### config.mk
export PLATFORM = sky130hd
export DESIGN_NAME = pipe_stage_chain
export DESIGN_NICKNAME = d
export VERILOG_FILES = /design/src/rtl/pipe_chain_pkg.sv /design/src/rtl/pipe_stage_reg.sv /design/src/rtl/pipe_stage_chain.sv
export SDC_FILE = /design/constraint.sdc
export NUM_CORES = 1
export LEC_CHECK = 0
export CORE_UTILIZATION = 30
export DETAILED_ROUTE_END_ITERATION = 16
export HOLD_SLACK_MARGIN = 0.05
export RECOVER_POWER = 100
export SETUP_SLACK_MARGIN = 0.15
export SLEW_MARGIN = 20
export SYNTH_ARGS = -nofsm -noshare
export SYNTH_HDL_FRONTEND = slang
export SYNTH_SLANG_ARGS = --single-unit
### constraint.sdc
create_clock -name clk -period 2 [get_ports clk]
set_input_delay 0.6 -clock clk [delete_from_list [all_inputs] [get_ports clk]]
set_output_delay 0.6 -clock clk [all_outputs]
set_load 0.05 [all_outputs]
### src/rtl/pipe_chain_pkg.sv
// rtl/pipe_chain_pkg.sv - stage indices, stage index type and payload field offsets for the stage chain
package pipe_chain_pkg;

   localparam int PIPE_STAGES_DEFAULT = 5;

   localparam int STG_IF  = 0;
   localparam int STG_ID  = 1;
   localparam int STG_EX  = 2;
   localparam int STG_MEM = 3;
   localparam int STG_WB  = 4;

   // Wide enough to name any stage of the largest legal chain (8 stages).
   localparam int STG_IDX_W = 3;
   typedef logic [STG_IDX_W-1:0] stage_idx_t;

   // Payload layout shared with the stage datapaths hanging off stage_bus.
   localparam int PL_PC_LSB   = 0;
   localparam int PL_PC_W     = 32;
   localparam int PL_INST_LSB = 32;
   localparam int PL_INST_W   = 32;

   function automatic stage_idx_t clamp_stage(input int idx, input int stages);
      if (idx >= stages) return stage_idx_t'(stages - 1);
      return stage_idx_t'(idx);
   endfunction

endpackage

### src/rtl/pipe_stage_reg.sv
// rtl/pipe_stage_reg.sv - one valid/bus pipeline register with allowin/go handshake and kill
module pipe_stage_reg
   import pipe_chain_pkg::*;
#(
   parameter int WIDTH = 64
) (
   input  logic             clk,
   input  logic             reset,
   input  logic             kill,
   input  logic             in_go,
   input  logic             in_drop,
   input  logic [WIDTH-1:0] in_bus,
   input  logic             ready_go,
   input  logic             next_allowin,
   output logic             valid,
   output logic [WIDTH-1:0] bus,
   output logic             allowin,
   output logic             go
);

   assign allowin = !valid || (ready_go && next_allowin);
   assign go      = valid && ready_go;

   // The bus follows every transfer even when the slot is killed or the item dropped;
   // only the valid bit decides whether the payload means anything.
   always_ff @(posedge clk) begin
      if (reset) begin
         valid <= 1'b0;
         bus   <= '0;
      end else begin
         if (kill)
            valid <= 1'b0;
         else if (allowin)
            valid <= in_go && !in_drop;
         if (in_go && allowin)
            bus <= in_bus;
      end
   end

endmodule

### src/rtl/pipe_stage_chain.sv
// rtl/pipe_stage_chain.sv - parametrised valid/allowin stage chain with flush; PIPE_STAGE_CHAIN_PERF_EN adds perf counters
module pipe_stage_chain
   import pipe_chain_pkg::*;
#(
   parameter int STAGES = PIPE_STAGES_DEFAULT,
   parameter int WIDTH  = 64,
   parameter int SW     = $clog2(STAGES)
) (
   input  logic                       clk,
   input  logic                       reset,
   input  logic                       in_valid,
   output logic                       in_allowin,
   input  logic [WIDTH-1:0]           in_bus,
   input  logic [STAGES-1:0]          stage_ready_go,
   input  logic                       flush_valid,
   input  logic [SW-1:0]              flush_stage,
   output logic                       out_valid,
   input  logic                       out_allowin,
   output logic [WIDTH-1:0]           out_bus,
   output logic [STAGES-1:0]          stage_valid,
   output logic [STAGES*WIDTH-1:0]    stage_bus,
   output logic [$clog2(STAGES+1)-1:0] occupancy,
   output logic [31:0]                perf_stall_cnt,
   output logic [31:0]                perf_retire_cnt
);

   localparam int OW = $clog2(STAGES + 1);

   // Index 0 of each array is the upstream side; index i+1 is the output of stage i.
   logic             allowin_a [STAGES+1];
   logic             go_a      [STAGES+1];
   logic [WIDTH-1:0] bus_a     [STAGES+1];
   stage_idx_t       flush_eff;

   assign flush_eff = clamp_stage({{(32-SW){1'b0}}, flush_stage}, STAGES);

   assign in_allowin          = allowin_a[0] && !reset;
   assign go_a[0]             = in_valid && in_allowin;
   assign bus_a[0]            = in_bus;
   assign allowin_a[STAGES]   = out_allowin;

   for (genvar i = 0; i < STAGES; i++) begin : g_stage
      logic kill;
      logic drop;

      assign kill = flush_valid && (stage_idx_t'(i) < flush_eff);
      // An item entering during a flush is consumed but never becomes valid.
      assign drop = (i == 0) ? flush_valid : 1'b0;

      pipe_stage_reg #(
         .WIDTH(WIDTH)
      ) u_reg (
         .clk         (clk),
         .reset       (reset),
         .kill        (kill),
         .in_go       (go_a[i]),
         .in_drop     (drop),
         .in_bus      (bus_a[i]),
         .ready_go    (stage_ready_go[i]),
         .next_allowin(allowin_a[i+1]),
         .valid       (stage_valid[i]),
         .bus         (bus_a[i+1]),
         .allowin     (allowin_a[i]),
         .go          (go_a[i+1])
      );

      assign stage_bus[i*WIDTH +: WIDTH] = bus_a[i+1];
   end

   assign out_valid = stage_valid[STAGES-1] && stage_ready_go[STAGES-1];
   assign out_bus   = bus_a[STAGES];

   always_comb begin
      occupancy = '0;
      for (int i = 0; i < STAGES; i++)
         occupancy = occupancy + OW'(stage_valid[i]);
   end

`ifdef PIPE_STAGE_CHAIN_PERF_EN
   logic [31:0] stall_q;
   logic [31:0] retire_q;

   always_ff @(posedge clk) begin
      if (reset) begin
         stall_q  <= '0;
         retire_q <= '0;
      end else begin
         if (stage_valid[STAGES-1] && !(stage_ready_go[STAGES-1] && out_allowin))
            stall_q <= stall_q + 32'd1;
         if (out_valid && out_allowin)
            retire_q <= retire_q + 32'd1;
      end
   end

   assign perf_stall_cnt  = stall_q;
   assign perf_retire_cnt = retire_q;
`else
   assign perf_stall_cnt  = '0;
   assign perf_retire_cnt = '0;
`endif

endmodule

==> results of run 1 <==
==> stage by stage <==
stage                     cell area (um^2)  setup WS, ns  power, mW
after floorplan                      13700        -0.129       7.91
after global placement               17500        -0.699       8.29
after detailed placement             17500        -0.696       8.30
after CTS                            20200        -0.797       16.3
after global routing                 21300        -0.820       16.6
final                                21300        -0.742       16.1
==> layout make-up <==
class                   instances  area share, %
diodes                          1         0.0117
clock buffers                  54           5.46
clock inverters                16           1.14
inverters                       1         0.0176
multi-input cells             934           30.3
flip-flops and latches        325           30.6
well taps                     592           3.47
repair buffers                606           29.0
==> critical path: cells and delay by family, from the launching register on <==
family                   cells  cell delay [ns]
adder cells (fa/ha/maj)      3             1.15
flip-flops                   1             0.33
buffers and inverters        1             0.13
==> cell usage after synthesis <==
master       n
a211oi_1     2
conb_1       1
a221oi_1     1
or3_1        1
buf_2       15
a31o_2       1
a21bo_2      1
a21oi_1    131
inv_1        1
o21a_1       1
a21boi_1     1
fa_1         2
nand2_1    260
buf_6       17
o211ai_2     1
mux2i_1    192
o31a_1       1
nand3_1      3
nand2b_1   258
a21o_1       2
o2111ai_2    1
buf_1       10
nor2b_1      1
and3_1       2
buf_4      136
dfxtp_1    325
o2111a_1     1
ha_1         1
and2_1       2
clkbuf_1    46
o31ai_1      1
a311oi_1     1
==> kinds of logic after synthesis <==
kind of cell,after synthesis,share of synthesized area (%)
AOI/OAI and AO/OA,146,5.90
and+or+nand+nor,527,19.7
adders and majority gates,3,0.392
other,1,0.0279
muxes,192,14.3
DFF,325,48.5
buffers and inverters,225,11.2
==> layer usage <==
metal	wire length (um)	vias to the layer above	track usage [%]
met1	20900	5294	25.2
met5	13	-	0
li1	-	5450	-
met4	1420	2	7.49
met2	23700	332	32.5
met3	2200	75	3.37
==> how the worst max path moves through the flow <==
stage,startpoint,end,slack [ns]
after detailed placement,stage_ready_go[3],in_allowin,-0.70
after CTS,g_stage[0].u_reg.valid$_SDFFE_PP0P_,occupancy[1],-0.80
after floorplan,g_stage[0].u_reg.valid$_SDFFE_PP0P_,occupancy[1],-0.13
after global placement,stage_ready_go[4],in_allowin,-0.70
after global routing,g_stage[0].u_reg.valid$_SDFFE_PP0P_,occupancy[1],-0.82
final,g_stage[0].u_reg.valid$_SDFFE_PP0P_,occupancy[1],-0.74
==> state kept, by name, summed over array words and instances, names as in the netlist <==
| signal | flops |
|---|---|
| g_stage.u_reg.bus | 320 |
| g_stage.u_reg.valid | 5 |
==> where the power goes <==
part           leakage (nW)  total [mW]  switching [mW]  internal, mW
combinational          7.06        1.81            1.09         0.721
clock                 0.696        7.65            2.81          4.85
sequential             2.64        6.63          0.0596          6.57
total                  10.4        16.1            3.96          12.1
==> timing repair <==
item / in CTS / in global routing
setup buffers: 38 / 19
gates cloned: 24 / 6
pin swaps: 4 / 80
gates resized for setup: 105 / 226
endpoints found under the setup margin: 180 / 269
==> metrics.md, run 1 <==
| Metric | Value |
|---|---|
| Outcome | `complete, but fails checks` |
| Failing checks | `setup timing` |
| Largest area contributor in the netlist | `dfxtp_1` |
| Hold Buf Count CTS | `0` |
| Final-stage net count | `1986` |
| Area Overhead vs Synth | `59.0%` |
| Drt wl/cell | `19.1 um` |
| H-tree depth | `2` |
| Commonest cells after routing, fill and taps aside | `383 x buf_4, 312 x dfxtp_1, 256 x nand2b_1` |
| Most common cell after layout, fill and taps aside | `buf_4` |
| Post-synthesis cell count | `1419` |
| Worst reg2reg startpoint | `g_stage[3].u_reg.valid$_SDFFE_PP0P_` |
| Crit path DAT | `2.14 ns` |
| Vias per cell | `4.41` |
| Die Span Y | `214 um` |
| Kind of critical path | `register to primary output` |
| Setup Viol. Count Final | `205` |
| Clock insertion delay at the later pin of the skew report | `0.54 ns` |
| Largest net degree at the start of global routing | `127` |
| Cell variety after synth | `32` |
| TNS Setup | `-96.09 ns` |
| DRC violations left | `0` |
| Max-cap violation count | `0` |
| Final min period | `2.74 ns` |
| Site row count | `77` |
| CTS tree | `built` |
| Hold_sp | `reset` |
| Warnings from Yosys | `0` |
| CP endpoint kind | `primary output` |
| Static Leak | `10.4 nW` |
| Crit path required time | `1.40 ns` |
| Clock tree buffer depth | `3` |
| Fin crit share | `137%` |
| Synth Cell Area | `13400 um^2` |
| Storage element area | `6530 um^2` |
| Worst Hold Path EP | `g_stage[4].u_reg.bus[23]$_SDFFE_PP0P_` |
| Port Buf Inserts | `470` |
| Worst-Margin Slew | `0.638 ns` |
| Die Width | `214 um` |
| Vias in the first global route | `10300` |
| RSZ-0062 raised after global routing | `true` |
| Worst R2R Setup Slack | `-0.65 ns` |
| CP max stage delay | `0.49 ns` |
| Fill cells | `4040` |
| Hold Vio Cnt, Final | `0` |
| Crit-path slowest cell | `fa_1` |
| Avg Cell Area, Syn | `9.46 um^2` |
| R2R depth | `19` |
| Initial drt markers | `577` |
| Synth top area cells | `dfxtp_1 48%, mux2i_1 14%, nand2b_1 12%` |
| Post-DP HPWL | `32700 um` |
| Non-filler cells, final | `2529` |
| Cells after DPL | `2371` |
| Clock Pin Slew Worst Setup and Hold Paths | `0.06 ns` |
| VDD IR max | `0.649 mV` |
| Critical R2R Capture | `g_stage[0].u_reg.bus[48]$_SDFFE_PP0P_` |
| IO Pins | `535` |
| Setup Skew | `0.0125 ns` |
| Sequential share of the synthesized area | `48.5%` |
| Antenna Nets Post-Route | `0` |
| #FFs+latches synth | `325` |
| Share of cells above drive strength 1 | `38.7%` |
| Global Route Usage Sum | `19.6%` |
| Starting Density | `30.4%` |
| Worst min path class | `primary input to register` |
| Initial antenna violation count | `2` |
| Clock sinks | `325` |
| Root Buffer | `clkbuf_16` |
| Worst Path Max Fanout | `2` |
| Area of the multi-input gates | `6470 um^2` |
| Routability cong. | `0.822` |
| Power per Cell Area | `754 nW/um^2` |
| Max-slew violation count | `0` |
| FMAX | `365 MHz` |
| Gr ovfl total | `0` |
| First-pass GRT wire length | `66000 um` |
| Startpoint Class | `register` |
| DRT Pass-1 Iters | `4` |
| Die area | `45600 um^2` |
| Post-layout util | `48.4%` |
| Worst-path cell chain | `fa_1 > fa_2 > ha_4 > buf_12` |
| Slew HR | `57.5%` |
| Setup ws final | `-0.742 ns` |
| Hold path cells | `2` |
| Vias | `11200` |
| Area share of the largest cell type after synthesis | `48.5%` |
| Hold Slack | `0.341 ns` |
| TritonCTS Buffers | `38` |
| Final WL | `48300 um` |
| CORE AREA | `44100 um^2` |
No activity file was read; power rests on OpenSTA's default activity.
==> inputs of run 2 (changes only) <==
- CELL_PAD_IN_SITES_DETAIL_PLACEMENT: not set -> 1
- CELL_PAD_IN_SITES_GLOBAL_PLACEMENT: not set -> 1
- CORE_ASPECT_RATIO: not set -> 0.5
- CORE_UTILIZATION: 30 -> 29
- PLACE_DENSITY_LB_ADDON: not set -> 0.1
==> metrics.md, run 2 (synthesis results as in run 1) <==
| Metric | Value |
|---|---|
| Final WL | `47400 um` |
| WP buf/inv | `1` |
| Crit path required time | `1.40 ns` |
| Starting Density | `29.5%` |
| Most common cell after layout, fill and taps aside | `clkbuf_2` |
| DRC violations left | `0` |
| Initial drt markers | `419` |
| Power per Cell Area | `800 nW/um^2` |
| Die Span Y | `154 um` |
| Drt wl/cell | `19.1 um` |
| Antenna Nets Post-Route | `0` |
| Crit-path slowest cell | `fa_1` |
| Hold Vio Cnt, Final | `0` |
| Largest net degree at the start of global routing | `129` |
| Crit path DAT | `2.11 ns` |
| Clock tree buffer depth | `3` |
| Initial antenna violation count | `1` |
| Static Leak | `8.67 nW` |
| Worst-Margin Slew | `0.699 ns` |
| Worst Path Max Fanout | `2` |
| Worst min path class | `primary input to register` |
| Vias per cell | `4.48` |
| FMAX | `368 MHz` |
| CP max stage delay | `0.49 ns` |
| Post-DP HPWL | `32700 um` |
| Root Buffer | `clkbuf_16` |
| Commonest cells after routing, fill and taps aside | `388 x clkbuf_2, 321 x dfxtp_1, 259 x nand2_1` |
| Setup Viol. Count Final | `234` |
| RSZ-0062 raised after global routing | `true` |
| Post-Layout Inst Area | `18600 um^2` |
| DP Area | `17500 um^2` |
| Die Width | `306 um` |
| CTS tree | `built` |
| Failing checks | `setup timing` |
| Setup Skew | `0.0161 ns` |
| Clock Pin Slew Worst Setup and Hold Paths | `0.06 ns` |
| Final-stage net count | `1942` |
| Fin crit share | `136%` |
| Slew HR | `53.4%` |
| Area Overhead vs Synth | `38.4%` |
| Final min period | `2.71 ns` |
| VDD IR max | `0.392 mV` |
| Routability cong. | `0.778` |
| Hold Buf Count CTS | `0` |
| IO Pins | `535` |
| TNS Setup | `-66.24 ns` |
| Most Crowded Layer GR | `met2` |
| CORE AREA | `45400 um^2` |
| Die area | `47200 um^2` |
| Met3 Use GR | `3.18%` |
| Clock insertion delay at the later pin of the skew report | `0.52 ns` |
| Global-route met1 utilization | `20.4%` |
| Max-slew violation count | `0` |
| Setup ws final | `-0.714 ns` |
| Site row count | `55` |
| Worst-path cell chain | `fa_1 > fa_2 > ha_4 > buf_12` |
| Startpoint Class | `register` |
| CP endpoint kind | `primary output` |
| Largest delay share family, worst path | `adder cells` |
| Clock sinks | `325` |
| Max-cap violation count | `0` |
| Global Route Usage Sum | `18.8%` |
| Max reg flops | `320` |
| Top flop regs | `g_stage.u_reg.bus x320, g_stage.u_reg.valid x5` |
| Share of cells above drive strength 1 | `30.1%` |
| Vias in the first global route | `11700` |
| Port Buf Inserts | `470` |
| Outcome | `complete, but fails checks` |
| Post-layout util | `40.9%` |
| Vias | `11100` |
| DRT Pass-1 Iters | `4` |
| TritonCTS Buffers | `35` |
| Kind of critical path | `register to primary output` |
| GR Layer Usage met2 | `36.9%` |
| Gr ovfl total | `0` |
| H-tree depth | `2` |
| First-pass GRT wire length | `69100 um` |
| Top reg by flops | `g_stage.u_reg.bus` |
[run 2: cell count changes in the layout (fill, tap and decap cells not counted), sizes merged, moves of 2 or more]
cell and change:
buf -433, clkbuf +389, bufinv -4, clkdlybuf4s50 +2
clkinv -2, dlygate4sd2 -2
[run 2: path summary, 6_finish.rpt]
| kind | startpoint | cells past startpoint | end | slack, ns |
|---|---|---|---|---|
| setup / recovery | g_stage[0].u_reg.valid$_SDFFE_PP0P_ | 4 | occupancy[1] | -0.71 |
| hold / removal | reset | 2 | g_stage[3].u_reg.bus[23]$_SDFFE_PP0P_ | 0.34 |
| setup reg to reg | g_stage[3].u_reg.valid$_SDFFE_PP0P_ | 14 | g_stage[1].u_reg.bus[10]$_SDFFE_PP0P_ | -0.39 |
| hold reg to reg | g_stage[3].u_reg.bus[63]$_SDFFE_PP0P_ | 2 | g_stage[4].u_reg.bus[63]$_SDFFE_PP0P_ | 0.47 |
[run 2: final cells by class]
class                           instances  area, um^2
Timing Repair Buffer                  566        4370
Sequential cell                       325        6510
Antenna cell                            1        2.50
Inverter                                1        3.75
Fill cell                            5166       26800
Clock buffer                           50        1030
Clock inverter                         10         109
Multi-Input combinational cell        933        5800
Tap cell                              598         748
[run 2: routing by layer]
metal	part of all wire (%)	routed length, um	vias to the layer above
met5	0	0	-
met4	2.9	1380	0
met3	3.1	1470	75
met2	54	25400	224
met1	40	19200	5516
li1	-	-	5325
[run 2: where the power goes]
group	internal, mW	total, mW	switching, mW
Combinational	0.582	1.65	1.06
Sequential	6.57	6.63	0.0573
Clock	3.86	6.58	2.72
[run 2: worst register-to-register path, stage by stage, from the launching register on]
cell and delay (ns):
dfxtp_2 0.34, clkbuf_4 0.12, clkbuf_1 0.12, buf_8 0.14, nand2_2 0.08, o211ai_4 0.24
buf_6 0.14, buf_6 0.09, buf_6 0.08, buf_6 0.10, buf_6 0.10, a31o_4 0.27
buf_12 0.14, buf_12 0.14, mux2i_1 0.20
[run 2: what timing repair did]
| action | CTS | global route |
|---|---|---|
| endpoints found under the setup margin | 190 | 246 |
| setup buffers | 13 | 16 |
| cloned | 11 | 8 |
| pin swaps | 6 | 6 |
| resized for setup | 31 | 34 |
| hold endpoints to repair | 0 | 0 |
[run 2: per-stage QoR]
step	hold slack (ns)	worst slack, ns	cells	total power, mW
final	0.340	-0.714	2484	14.9
after global routing	0.326	-0.769	2484	15.5
after CTS	0.312	-0.755	2459	15.1
after detailed placement	0.467	-0.618	2375	8.32
after global placement	0.456	-0.591	2375	8.30
after floorplan	0.523	-0.129	1482	7.91
==> inputs of run 3 (changes only) <==
- SETUP_SLACK_MARGIN: 0.15 -> 0.3
==> metrics.md, run 3 (synthesis results as in run 1) <==
| Metric | Value |
|---|---|
| Outcome | `complete, but fails checks` |
| Failing checks | `setup timing` |
| Kind of critical path | `register to primary output` |
| DP Worst Slack | `-0.539 ns` |
| VDD IR max | `0.539 mV` |
| Vias in the first global route | `11600` |
| FMAX | `363 MHz` |
| Non-filler cells, final | `2502` |
| DRC violations left | `0` |
| Gr ovfl total | `0` |
| Die area | `47200 um^2` |
| Static Leak | `9.26 nW` |
| Die Width | `306 um` |
| Global Route Usage Sum | `19.2%` |
| Worst-Margin Slew | `0.630 ns` |
| Setup Skew | `0.00701 ns` |
| Max-slew violation count | `0` |
| DP Area | `17500 um^2` |
| Final-stage net count | `1960` |
| Clock tree buffer depth | `3` |
| Vias per cell | `4.48` |
| Worst Path Max Fanout | `2` |
| Top flop regs | `g_stage.u_reg.bus x320, g_stage.u_reg.valid x5` |
| Root Buffer | `clkbuf_16` |
| Die Span Y | `154 um` |
| Slew HR | `58.0%` |
| Most common cell after layout, fill and taps aside | `buf_4` |
| First-pass GRT wire length | `69800 um` |
| DRT Pass-1 Iters | `4` |
| Site row count | `55` |
| CTS tree | `built` |
| Share of cells above drive strength 1 | `34.4%` |
| Worst min path class | `register to register` |
| CP endpoint kind | `primary output` |
| Vias | `11200` |
| Crit path DAT | `2.15 ns` |
| Startpoint Class | `register` |
| Clock sinks | `325` |
| Post-Layout Inst Area | `20300 um^2` |
| Hold_sp | `g_stage[2].u_reg.bus[50]$_SDFFE_PP0P_` |
| Power per Cell Area | `747 nW/um^2` |
| CORE AREA | `45400 um^2` |
| TNS Setup | `-75.08 ns` |
| Starting Density | `29.5%` |
| Antenna Nets Post-Route | `0` |
| Max-cap violation count | `0` |
| Commonest cells after routing, fill and taps aside | `320 x buf_4, 259 x nand2_1, 256 x nand2b_1` |
| Top reg by flops | `g_stage.u_reg.bus` |
| Routability cong. | `0.779` |
| IO Pins | `535` |
| Hold Vio Cnt, Final | `0` |
| RSZ-0062 raised after global routing | `true` |
| Port Buf Inserts | `470` |
| Clock Pin Slew Worst Setup and Hold Paths | `0.06 ns` |
| H-tree depth | `2` |
| Final min period | `2.75 ns` |
| Initial antenna violation count | `1` |
| CP Launch Point | `g_stage[0].u_reg.valid$_SDFFE_PP0P_` |
| Final WL | `48400 um` |
| Area Overhead vs Synth | `51.3%` |
| Fin crit share | `138%` |
| Hold Buf Count CTS | `0` |
| Setup ws final | `-0.753 ns` |
| Drt wl/cell | `19.3 um` |
| Fill cells | `5036` |
| Clock insertion delay at the later pin of the skew report | `0.52 ns` |
| Initial drt markers | `352` |
| Post-DP HPWL | `32900 um` |
| Crit path required time | `1.40 ns` |
| Worst reg2reg startpoint | `g_stage[3].u_reg.valid$_SDFFE_PP0P_` |
| Largest net degree at the start of global routing | `133` |
| Cells after DPL | `2378` |
| Setup Viol. Count Final | `232` |
| Max reg flops | `320` |
| TritonCTS Buffers | `35` |
==> run 3: changes by cell type in the layout (fill, tap and decap cells not counted), moves of 2 or more <==
cell             delta
clkdlybuf4s50_1     -2
dfxtp_2            +64
dfxtp_4             +6
buf_8              +10
buf_16             +11
buf_4             +300
dfxtp_1            -70
clkbuf_8            +2
clkbuf_2          -378
buf_6              +75
clkbuf_16           -3
==> run 3: metal layers <==
metal	up-vias	part of all wire (%)	global-route usage (%)	routed length (um)
li1	5355	-	-	-
met1	5576	40	21.7	19500
met2	204	54	37.1	26300
met3	77	2.8	2.92	1370
met4	0	2.6	5.57	1250
met5	-	0	0	0
==> run 3: worst max-delay path, stage by stage, from the launching register on <==
cell and delay, ns:
dfxtp_2 0.33, fa_1 0.51, fa_2 0.38, ha_4 0.28, buf_12 0.13
==> run 3: per-stage QoR <==
step                      total power, mW  hold slack [ns]  utilization (%)
after floorplan                      7.92            0.523                -
after global placement               8.30            0.457             38.6
after detailed placement             8.32            0.468             38.6
after CTS                            15.3            0.468             44.0
after global routing                 15.8            0.485             44.7
final                                15.2            0.463             44.7
==> run 3: final cells by class <==
class / instances / area (um^2) / area share, %
antenna: 1 / 2.50 / 0.0123
clock buffer: 50 / 1050 / 5.20
clock inverter: 10 / 130 / 0.641
inverter: 1 / 3.75 / 0.0185
multi-input combinational: 933 / 5800 / 28.6
sequential: 325 / 6610 / 32.6
tap: 598 / 748 / 3.69
timing repair buffer: 584 / 5950 / 29.3
==> run 3: final timing paths <==
path	to	slack, ns	depth (start not counted)
hold / removal	g_stage[3].u_reg.bus[50]$_SDFFE_PP0P_	0.46	2
setup / recovery	occupancy[1]	-0.75	4
setup reg to reg	g_stage[0].u_reg.bus[62]$_SDFFE_PP0P_	-0.48	14
hold reg to reg	g_stage[3].u_reg.bus[50]$_SDFFE_PP0P_	0.46	2
==> run 3: timing repair <==
action,4_1_cts,5_1_grt
gates cloned,19,5
setup endpoints to repair,551,536
pin swaps,7,8
setup buffers,15,24
resized for setup,188,66
==> run 3: power by group <==
part	leakage, nW	internal (mW)	switching (mW)
combinational	6.01	0.692	1.08
sequential	2.67	6.57	0.0611
clock	0.582	4.05	2.72
